File: config.mk
export PLATFORM = sky130hd
export DESIGN_NAME = sgpr_rd_port_arbiter_flat
export DESIGN_NICKNAME = d
export VERILOG_FILES = /design/src/rtl/sgpr_pkg.sv /design/src/rtl/sgpr_rd_port_arbiter_if.sv /design/src/rtl/sgpr_rd_port_arbiter_rr.sv /design/src/rtl/sgpr_rd_port_arbiter.sv /design/src/flat_wrapper.sv
export SDC_FILE = /design/constraint.sdc
export NUM_CORES = 1
export LEC_CHECK = 0
export ABC_AREA = 1
export BUFFER_PORTS_ARGS = -buffer_cell sky130_fd_sc_hd__buf_4
export CORE_ASPECT_RATIO = 0.9
export CORE_MARGIN = 4
export CORE_UTILIZATION = 49
export CTS_CLUSTER_SIZE = 14
export DETAILED_ROUTE_END_ITERATION = 16
export PLACE_DENSITY = 0.95
export SYNTH_ARGS = -nofsm -noshare
export SYNTH_HDL_FRONTEND = slang
export SYNTH_SLANG_ARGS = --single-unit
File: constraint.sdc
create_clock -name clk -period 9.3 [get_ports clk]
set_clock_uncertainty 0.15 [all_clocks]
set_input_delay 1.86 -clock clk [delete_from_list [all_inputs] [get_ports clk]]
set_output_delay 1.86 -clock clk [all_outputs]
set_load 0.01 [all_outputs]
File: src/rtl/sgpr_pkg.sv
// Shared SGPR read-path constants and types.
package sgpr_pkg;

  localparam int SGPR_ADDR_W   = 9;
  localparam int SGPR_DATA_W   = 32;
  localparam int SGPR_RD_PORTS = 8;
  localparam int SGPR_PTR_W    = 3;

  typedef logic [SGPR_ADDR_W-1:0] sgpr_addr_t;
  typedef logic [SGPR_DATA_W-1:0] sgpr_data_t;
  typedef logic [SGPR_PTR_W-1:0]  sgpr_ptr_t;

  // Next round-robin start position; wraps 7 -> 0 through the 3-bit width.
  function automatic sgpr_ptr_t rr_next(input sgpr_ptr_t idx);
    return idx + 3'd1;
  endfunction

endpackage

File: src/rtl/sgpr_rd_port_arbiter_if.sv
// Requester and mux-side signals of the SGPR read-port arbiter.
// master: requesters plus the SGPR mux model; slave: the arbiter.
interface sgpr_rd_port_arbiter_if;
  import sgpr_pkg::*;

  logic [SGPR_RD_PORTS-1:0]             req_vld;
  logic [SGPR_RD_PORTS*SGPR_ADDR_W-1:0] req_addr;
  logic [SGPR_RD_PORTS-1:0]             req_rdy;
  logic [SGPR_RD_PORTS-1:0]             mux_rd_en;
  logic [SGPR_RD_PORTS*SGPR_ADDR_W-1:0] mux_rd_addr;
  sgpr_data_t                           mux_rd_data;
  logic [SGPR_RD_PORTS-1:0]             rsp_vld;
  sgpr_data_t                           rsp_data;

  modport master (
    output req_vld, req_addr, mux_rd_data,
    input  req_rdy, mux_rd_en, mux_rd_addr, rsp_vld, rsp_data
  );

  modport slave (
    input  req_vld, req_addr, mux_rd_data,
    output req_rdy, mux_rd_en, mux_rd_addr, rsp_vld, rsp_data
  );

endinterface

File: src/rtl/sgpr_rd_port_arbiter_rr.sv
// rr_arbiter_8: combinational rotate-priority picker. The scan starts at
// rr_ptr and the first set request wins, so grant is always one-hot or zero.
module rr_arbiter_8
  import sgpr_pkg::*;
(
  input  logic [7:0] pending,
  input  sgpr_ptr_t  rr_ptr,
  output logic [7:0] grant,
  output sgpr_ptr_t  gidx,
  output logic       any
);

  sgpr_ptr_t idx;

  // Walk the eight ports from rr_ptr and keep only the first hit.
  always_comb begin
    grant = '0;
    gidx  = rr_ptr;
    any   = 1'b0;
    idx   = rr_ptr;
    for (int k = 0; k < 8; k++) begin
      idx = rr_ptr + k[2:0];
      if (!any && pending[idx]) begin
        grant[idx] = 1'b1;
        gidx       = idx;
        any        = 1'b1;
      end
    end
  end

endmodule

File: src/rtl/sgpr_rd_port_arbiter.sv
// sgpr_rd_port_arbiter: one request slot per port, round-robin grant of one
// slot per cycle to the SGPR read mux, one-hot response tag a cycle later.
// Optional SGPR_RD_ARB_BYPASS_EN: when no slot is occupied, live requests
// compete directly and the winner goes to the mux without being stored.
module sgpr_rd_port_arbiter
  import sgpr_pkg::*;
#(
  parameter int NUM_PORTS  = SGPR_RD_PORTS,
  parameter int ADDR_WIDTH = SGPR_ADDR_W,
  parameter int DATA_WIDTH = SGPR_DATA_W
) (
  input  logic                 clk,
  input  logic                 rst,
  sgpr_rd_port_arbiter_if.slave bus
);

  logic [NUM_PORTS-1:0]            pending;
  logic [ADDR_WIDTH-1:0]           pend_addr [NUM_PORTS];
  sgpr_ptr_t                       rr_ptr;
  logic [NUM_PORTS-1:0]            rsp_vld_q;
  logic [NUM_PORTS-1:0]            arb_req;
  logic [NUM_PORTS-1:0]            grant;
  logic [NUM_PORTS-1:0]            accept;
  logic [NUM_PORTS-1:0]            store;
  sgpr_ptr_t                       gidx;
  logic                            any;
  logic [NUM_PORTS*ADDR_WIDTH-1:0] mux_addr;
  logic [DATA_WIDTH-1:0]           rd_data;

  assign accept      = bus.req_vld & ~pending;
  assign bus.req_rdy = ~pending;

`ifdef SGPR_RD_ARB_BYPASS_EN
  logic bypass;
  assign bypass  = ~|pending;
  assign arb_req = bypass ? bus.req_vld : pending;
  // The bypassed winner is consumed this cycle; only the losers take a slot.
  assign store   = bypass ? (accept & ~grant) : accept;
`else
  assign arb_req = pending;
  assign store   = accept;
`endif

  rr_arbiter_8 u_rr (
    .pending (arb_req),
    .rr_ptr  (rr_ptr),
    .grant   (grant),
    .gidx    (gidx),
    .any     (any)
  );

  // Slot occupancy, rotation pointer and one-cycle response tag.
  always_ff @(posedge clk) begin
    if (rst) begin
      pending   <= '0;
      rr_ptr    <= '0;
      rsp_vld_q <= '0;
    end else begin
      pending   <= (pending & ~grant) | store;
      rsp_vld_q <= grant;
      if (any) begin
        rr_ptr <= rr_next(gidx);
      end
    end
  end

  // Slot addresses need no reset; they are only read while pending.
  always_ff @(posedge clk) begin
    for (int i = 0; i < NUM_PORTS; i++) begin
      if (store[i]) begin
        pend_addr[i] <= bus.req_addr[i*ADDR_WIDTH +: ADDR_WIDTH];
      end
    end
  end

  // Mux address per port: the slot, or the live request when bypassed.
  always_comb begin
    mux_addr = '0;
    for (int i = 0; i < NUM_PORTS; i++) begin
      mux_addr[i*ADDR_WIDTH +: ADDR_WIDTH] = pend_addr[i];
`ifdef SGPR_RD_ARB_BYPASS_EN
      if (bypass && grant[i]) begin
        mux_addr[i*ADDR_WIDTH +: ADDR_WIDTH] = bus.req_addr[i*ADDR_WIDTH +: ADDR_WIDTH];
      end
`endif
    end
  end

  assign rd_data         = bus.mux_rd_data;
  assign bus.mux_rd_en   = grant;
  assign bus.mux_rd_addr = mux_addr;
  assign bus.rsp_vld     = rsp_vld_q;
  assign bus.rsp_data    = rd_data;

endmodule

File: src/flat_wrapper.sv
// flat-port wrapper written by rule: the top's interface ports become plain ports
module sgpr_rd_port_arbiter_flat import sgpr_pkg::*;
#(
  parameter int NUM_PORTS  = SGPR_RD_PORTS,
  parameter int ADDR_WIDTH = SGPR_ADDR_W,
  parameter int DATA_WIDTH = SGPR_DATA_W
)
  (clk, rst, bus_req_vld, bus_req_addr, bus_mux_rd_data, bus_req_rdy, bus_mux_rd_en, bus_mux_rd_addr, bus_rsp_vld, bus_rsp_data);
  sgpr_rd_port_arbiter_if bus_i ();
  input  logic clk;
  input  logic rst;
  input wire logic [$bits(bus_i.req_vld)-1:0] bus_req_vld;
  input wire logic [$bits(bus_i.req_addr)-1:0] bus_req_addr;
  input wire logic [$bits(bus_i.mux_rd_data)-1:0] bus_mux_rd_data;
  output wire logic [$bits(bus_i.req_rdy)-1:0] bus_req_rdy;
  output wire logic [$bits(bus_i.mux_rd_en)-1:0] bus_mux_rd_en;
  output wire logic [$bits(bus_i.mux_rd_addr)-1:0] bus_mux_rd_addr;
  output wire logic [$bits(bus_i.rsp_vld)-1:0] bus_rsp_vld;
  output wire logic [$bits(bus_i.rsp_data)-1:0] bus_rsp_data;
  assign bus_i.req_vld = bus_req_vld;
  assign bus_i.req_addr = bus_req_addr;
  assign bus_i.mux_rd_data = bus_mux_rd_data;
  assign bus_req_rdy = bus_i.req_rdy;
  assign bus_mux_rd_en = bus_i.mux_rd_en;
  assign bus_mux_rd_addr = bus_i.mux_rd_addr;
  assign bus_rsp_vld = bus_i.rsp_vld;
  assign bus_rsp_data = bus_i.rsp_data;
  sgpr_rd_port_arbiter #(.NUM_PORTS(NUM_PORTS), .ADDR_WIDTH(ADDR_WIDTH), .DATA_WIDTH(DATA_WIDTH)) u_core (.clk(clk), .rst(rst), .bus(bus_i));
endmodule
== After elaboration in Yosys (flattened, before gate mapping) ==
Memories as Yosys holds them, arrays and structs flattened.
Cells that the tools add are included.

* Output and inout bits: 128
* Register bits: 19
* Memory bits (writable): 72
* Input port bits: 114
* Memories: 1
* Word-level logic and storage cells: 133

{| class="wikitable"
|+ Memory list
! name !! words !! width !! read ports !! clocked after Yosys merged registers in !! wr ports !! line !! text
|-
| u_core.pend_addr || 8 || 9 || 8 || 0 || 8 || sgpr_rd_port_arbiter.sv:18 || <nowiki>logic [ADDR_WIDTH-1:0] pend_addr [NUM_PORTS];</nowiki>
|}

* Add/subtract/negate cells: 8
* Reduce and logical (&&, ||, !) cells: 22
* Magnitude comparators: 16
* Bitwise operators: 12
* Multiplexer cells: 71

{| class="wikitable"
|+ Operators with widths
! operator !! count
|-
| $mux 8 || 8
|-
| $or 8x8->8 || 8
|-
| $mux 1 || 40
|-
| $lt 3x4->1 const B || 8
|-
| $bmux 1 s3 || 8
|-
| $demux 1 s3 || 8
|-
| $ge 3x1->1 const B || 8
|-
| $mux 3 || 7
|-
| $and 8x8->8 || 2
|-
| $not 8->8 || 2
|-
| $logic_and 1x1->1 || 15
|-
| $add 3x3->3 const B || 4
|-
| $logic_not 1->1 || 7
|-
| $add 3x1->3 const B || 2
|-
| $add 3x2->3 const B || 2
|}

== Depth between registers and ports, before layout ==
* Depth in word-level cells: 27
* Gate-level depth with buffers: 27
* Gate-level depth less buffers: 24

== Modules after synthesis ==
A second synthesis with hierarchy kept.

* Cell total of the unflattened synthesis: 468
* Area, all modules: 4,521.8 um^2

{| class="wikitable"
|+ Modules (own cells, without submodules)
! module !! instances !! cells an instance !! area an instance (um^2) !! seq. area each (um^2)
|-
| sgpr_rd_port_arbiter || 1 || 197 || 3,105.5 || 2,542.4
|-
| rr_arbiter_8 || 1 || 271 || 1,416.4 || 0.0
|}

== Worst setup path before layout ==
Ideal clock, no wire load.

* Path kind: register -> output
* From: register u_core.rr_ptr[0]
* To: output bus_mux_rd_en[3]
* Path slack: 4.698 ns
* Stages on the path, launching flop included: 20
* Data arrival time: 2.592 ns
* Required time: 7.290 ns
* Buffers on the path: 4
* Cell sequence: dfxtp_1 -> buf_6 -> inv_4 -> buf_6 -> clkbuf_1 -> ha_1 -> inv_2 -> nand3_1 -> nand2_1 -> nand2_1 -> nand2_2 -> nand2_4 -> nor2_8 -> nand2_2 -> nor2_4 -> nand2_2 -> buf_6 -> nor4_1 -> nor2_1 -> nand3_2

* Longest elaborated chain between the ends: 24
* Elaborated cells on any way between the ends: 99
* Classes of those cells: 7 x add/sub; 16 x order compare; 47 x mux; 7 x bitwise; 22 x reduce/logical

{| class="wikitable"
|+ RTL lines
! item !! line !! text
|-
| start, declared || sgpr_rd_port_arbiter.sv:19 || <nowiki>sgpr_ptr_t rr_ptr;</nowiki>
|-
| start signal, assigned || sgpr_rd_port_arbiter.sv:62 || <nowiki>rr_ptr <= rr_next(gidx);</nowiki>
|-
| branches (longest 23 deep; another with $lt 3x4->1) || - ||
|-
| $mux 8 (*) || sgpr_rd_port_arbiter_rr.sv:23 || <nowiki>if (!any && pending[idx]) begin</nowiki>
|-
| end, declared || flat_wrapper.sv:16 || <nowiki>output wire logic [$bits(bus_i.mux_rd_en)-1:0] bus_mux_rd_en;</nowiki>
|}

Mark *: on every way between the ends. The select of a mux whose other input is x is not followed.

== Final worst setup path ==
Same ends and word-level chain as after synthesis.

==> results.sh <==
export IMPL_crit_top_cell="nand2_1"
export IMPL_floorplan_rows=32
export IMPL_critPathRequiredTime_ns=7.29
export IMPL_wirelength_mm=13.6
export IMPL_ir_drop_mv=0.131
export IMPL_ys_seq_elements=91
export IMPL_drt_pass1_iterations=6
export IMPL_tightest_slew_ns=0.964
export IMPL_p_int_mw=0.949
export IMPL_htree_levels=3
export IMPL_clk_path_buf_depth=2
export IMPL_route_detailed_drc=0
export IMPL_grt_pass1_wl_mm=20.3
export IMPL_n_antenna_cell=0
export IMPL_die_area_sq_um=10700
export IMPL_maxCapViolCount=0
export IMPL_cts_resized=0
export IMPL_power_frac_clock_pct=15.7
export IMPL_stdcell_count=720
export IMPL_postCtsHoldBufs=0
export IMPL_place_inst=704
export IMPL_crit_start="u_core.rr_ptr[0]"
export IMPL_yosys_warnings=0
export IMPL_cts_setup_buffers=0
export IMPL_wl_per_cell_um=18.9
export IMPL_hold_path_class="reg2reg"
export IMPL_cts_tree="done"
export IMPL_grt_ovfl_total=0
export IMPL_layout_drive_gt1_share_pct=37.6
export IMPL_synth_top_family_by_area="simple AND/OR/NAND/NOR gates"
export IMPL_yosys_area_share_simple_pct=21.9
export IMPL_p_sw_mw=0.812
export IMPL_path_max_fanout=28
export IMPL_ys_types=35
export IMPL_synth_compound_area_share_pct=6.13
export IMPL_drtIter0Drc=410
export IMPL_synth_seq_area_share_pct=56.9
export IMPL_grt_max_degree=29
export IMPL_slowest_stage="dfxtp_1"
export IMPL_holdWs_ns=0.389
export IMPL_avgSynthCellArea_sq_um=9.87
export IMPL_clock_fmax_mhz=158
export IMPL_reg2reg_depth=16
export IMPL_core_region_area_sq_um=8730
export IMPL_fp_dieW_um=109
export IMPL_root_buffer="clkbuf_8"
export IMPL_crit_arrival_ns=4.33
export IMPL_min_period_ns=6.34
export IMPL_start_kind="flop"
export IMPL_nets=717
export IMPL_setup_viol=0
export IMPL_ios=242
export IMPL_status="finished clean"
export IMPL_setup_worst_path_class="reg2out"
export IMPL_regToRegStartpoint="u_core.rr_ptr[0]"
export IMPL_timing_setup_tns_ns=0
export IMPL_syn_to_final_growth_pct=30.4
export IMPL_cp_end_kind="output port"
export IMPL_routabilityCongestion=0.984
export IMPL_synthCells=453
export IMPL_clk_latency_ns=0.37
export IMPL_antenna_found_initial=0
export IMPL_io_buffers=177
export IMPL_powerDensity_nw_per_um2=302
export IMPL_ant_nets=0
export IMPL_rsz0062_at_grt="no"
export IMPL_relSlewSlack_pct=35.6
export IMPL_synthXorXnorAreaFrac_pct=0.728
export IMPL_crit_chain="inv_4 > ha_1 > inv_2 > nand3_1 > nand2_1 > nand2_1 > nand2_2 > nand3_1 > inv_2 > nand2_1 > o221ai_1 > a21oi_1 > o21ai_0 > nor2_1 > nand3_2 > buf_4"
export IMPL_reg2reg_to="u_core.rr_ptr[1]"
export IMPL_clk_pin_slew_ns=0.08
export IMPL_track_usage_pct=24.8
export IMPL_synth_net_count=574
export IMPL_slew_viol_final=0
export IMPL_initial_utilization_pct=51.2
export IMPL_synth_area_mux_share_pct=0
export IMPL_clock_sinks=91
export IMPL_synthAdderAreaFrac_pct=1.96
export IMPL_setup_ws_ns=2.96
export IMPL_cts_buffers=9
export IMPL_cpPeakStageDelay_ns=0.96
export IMPL_switching_share_pct=46.1
export IMPL_power_frac_comb_pct=52.9
export IMPL_synth_area_sq_um=4470
export IMPL_place_ws_ns=3.51
export IMPL_p_leak_nw=2.71
export IMPL_post_drt_via_cell_ratio=5.53
export IMPL_min_period_over_period_pct=68.2
export IMPL_place_detailed_hpwl_mm=10.6
export IMPL_seq_power_share_pct=31.5
export IMPL_vias=3983
export IMPL_die_h_um=98.6
export IMPL_reg2reg_slack_ns=4.79
export IMPL_grt_pass1_vias=3867
export IMPL_finalHoldViolCount=0
export IMPL_worstSetupEndpoint="bus_mux_rd_en[3]"
worst max-delay path: cells and delay by family, from the launching register on:
kind / cells / cell delay [ns]
AOI/OAI and AO/OA: 3 / 0.37
DFF: 1 / 0.96
adders and majority gates: 1 / 0.69
buffers and inverters: 4 / 0.86
and+or+nand+nor: 8 / 1.08
flip-flops by register name, indices dropped and copies added, names as in the netlist:
register	count
u_core.rr_ptr	3
u_core.pend_addr	72
u_core.bus.rsp_vld	8
u_core.arb_req	8
how the worst min path moves through the flow:
stage                        end  cells after the start              start
2_1_floorplan  u_core.arb_req[0]                      2  u_core.arb_req[0]
3_3_place_gp   u_core.arb_req[6]                      2  u_core.arb_req[6]
3_5_place_dp   u_core.arb_req[6]                      2  u_core.arb_req[6]
4_1_cts        u_core.arb_req[6]                      2  u_core.arb_req[6]
5_1_grt        u_core.arb_req[6]                      2  u_core.arb_req[6]
6_report       u_core.arb_req[6]                      2  u_core.arb_req[6]
layout by cell type, fill, tap and decap left out, drive strengths merged, types with 2 or more instances in the layout:
| master | n |
|---|---|
| edfxtp | 72 |
| nand2 | 109 |
| or2 | 2 |
| o221ai | 8 |
| o21ai | 17 |
| nand3 | 39 |
| clkbuf | 10 |
| nor3 | 12 |
| clkinvlp | 2 |
| buf | 177 |
| ha | 7 |
| clkinv | 2 |
| nor4 | 4 |
| a21oi | 17 |
| inv | 62 |
| nand4 | 14 |
| dfxtp | 19 |
| nor2 | 20 |
| a31oi | 3 |
power by group through the flow:
stage	clock, mW	combinational (mW)	sequential [mW]
finish	0.276	0.931	0.554
CTS	0.277	0.913	0.553
global placement	0	0.874	0.558
global route	0.298	1.02	0.560
detailed placement	0	0.910	0.561
floorplan	0	0.632	0.558
layout make-up:
cell class / count / area, sq um
clock buffers: 10 / 128
clock inverters: 6 / 73.8
fillers: 651 / 2900
inverters: 61 / 233
multi-input cells: 256 / 1370
flip-flops and latches: 91 / 2540
well taps: 119 / 149
repair buffers: 177 / 1330
cell usage after synthesis:
| cell | n | area [sq um] |
|---|---|---|
| nor2_8 | 1 | 20.0 |
| nand2_4 | 1 | 11.3 |
| nor4_2 | 1 | 12.5 |
| nand4_1 | 14 | 87.6 |
| inv_4 | 1 | 6.26 |
| ha_1 | 7 | 87.6 |
| nand3_4 | 1 | 17.5 |
| o221ai_1 | 8 | 70.1 |
| clkbuf_1 | 6 | 22.5 |
| nor2_4 | 3 | 33.8 |
| xnor2_2 | 1 | 16.3 |
| clkinv_2 | 1 | 5.00 |
| a21oi_1 | 17 | 85.1 |
| o21ai_0 | 13 | 65.1 |
| dfxtp_1 | 19 | 380 |
| nand3_2 | 6 | 60.1 |
| edfxtp_1 | 72 | 2160 |
| a31oi_1 | 3 | 18.8 |
| nor4_1 | 3 | 18.8 |
| nor2_1 | 16 | 60.1 |
| nand3_1 | 32 | 160 |
| buf_6 | 3 | 33.8 |
| inv_1 | 50 | 188 |
| nand2_2 | 8 | 50.1 |
| buf_4 | 34 | 255 |
| xor2_2 | 1 | 16.3 |
| nand2_1 | 100 | 375 |
| o21ai_1 | 4 | 20.0 |
| or2_0 | 1 | 6.26 |
| buf_2 | 2 | 10.0 |
| or2_1 | 1 | 6.26 |
| o211ai_1 | 1 | 7.51 |
| nor3_1 | 12 | 60.1 |
| inv_2 | 9 | 33.8 |
| o21bai_1 | 1 | 7.51 |
layer usage:
metal | part of all wire [%] | GRT usage (%)
met1 | 33 | 27.0
met2 | 51 | 42.7
met3 | 12 | 7.86
met4 | 4.5 | 13.3
met5 | 0 | 0
metrics by stage:
stage | utilization (%) | area [sq um] | total power, mW
after floorplan | - | 4470 | 1.19
after global placement | 64.5 | 5630 | 1.43
after detailed placement | 64.5 | 5630 | 1.47
after CTS | 66.8 | 5830 | 1.74
after global routing | 66.8 | 5830 | 1.88
final | 66.8 | 5830 | 1.76
kinds of logic (layout without fill, tap and decap cells):
family                   count (synthesis)  after routing
flip-flops                              91             91
AND/OR/NAND/NOR                        200            200
XOR/XNOR                                 2              2
AO/OA/AOI/OAI                           47             47
adder cells (fa/ha/maj)                  7              7
buffers and inverters                  106            254
Power figures use the tool's default switching activity.
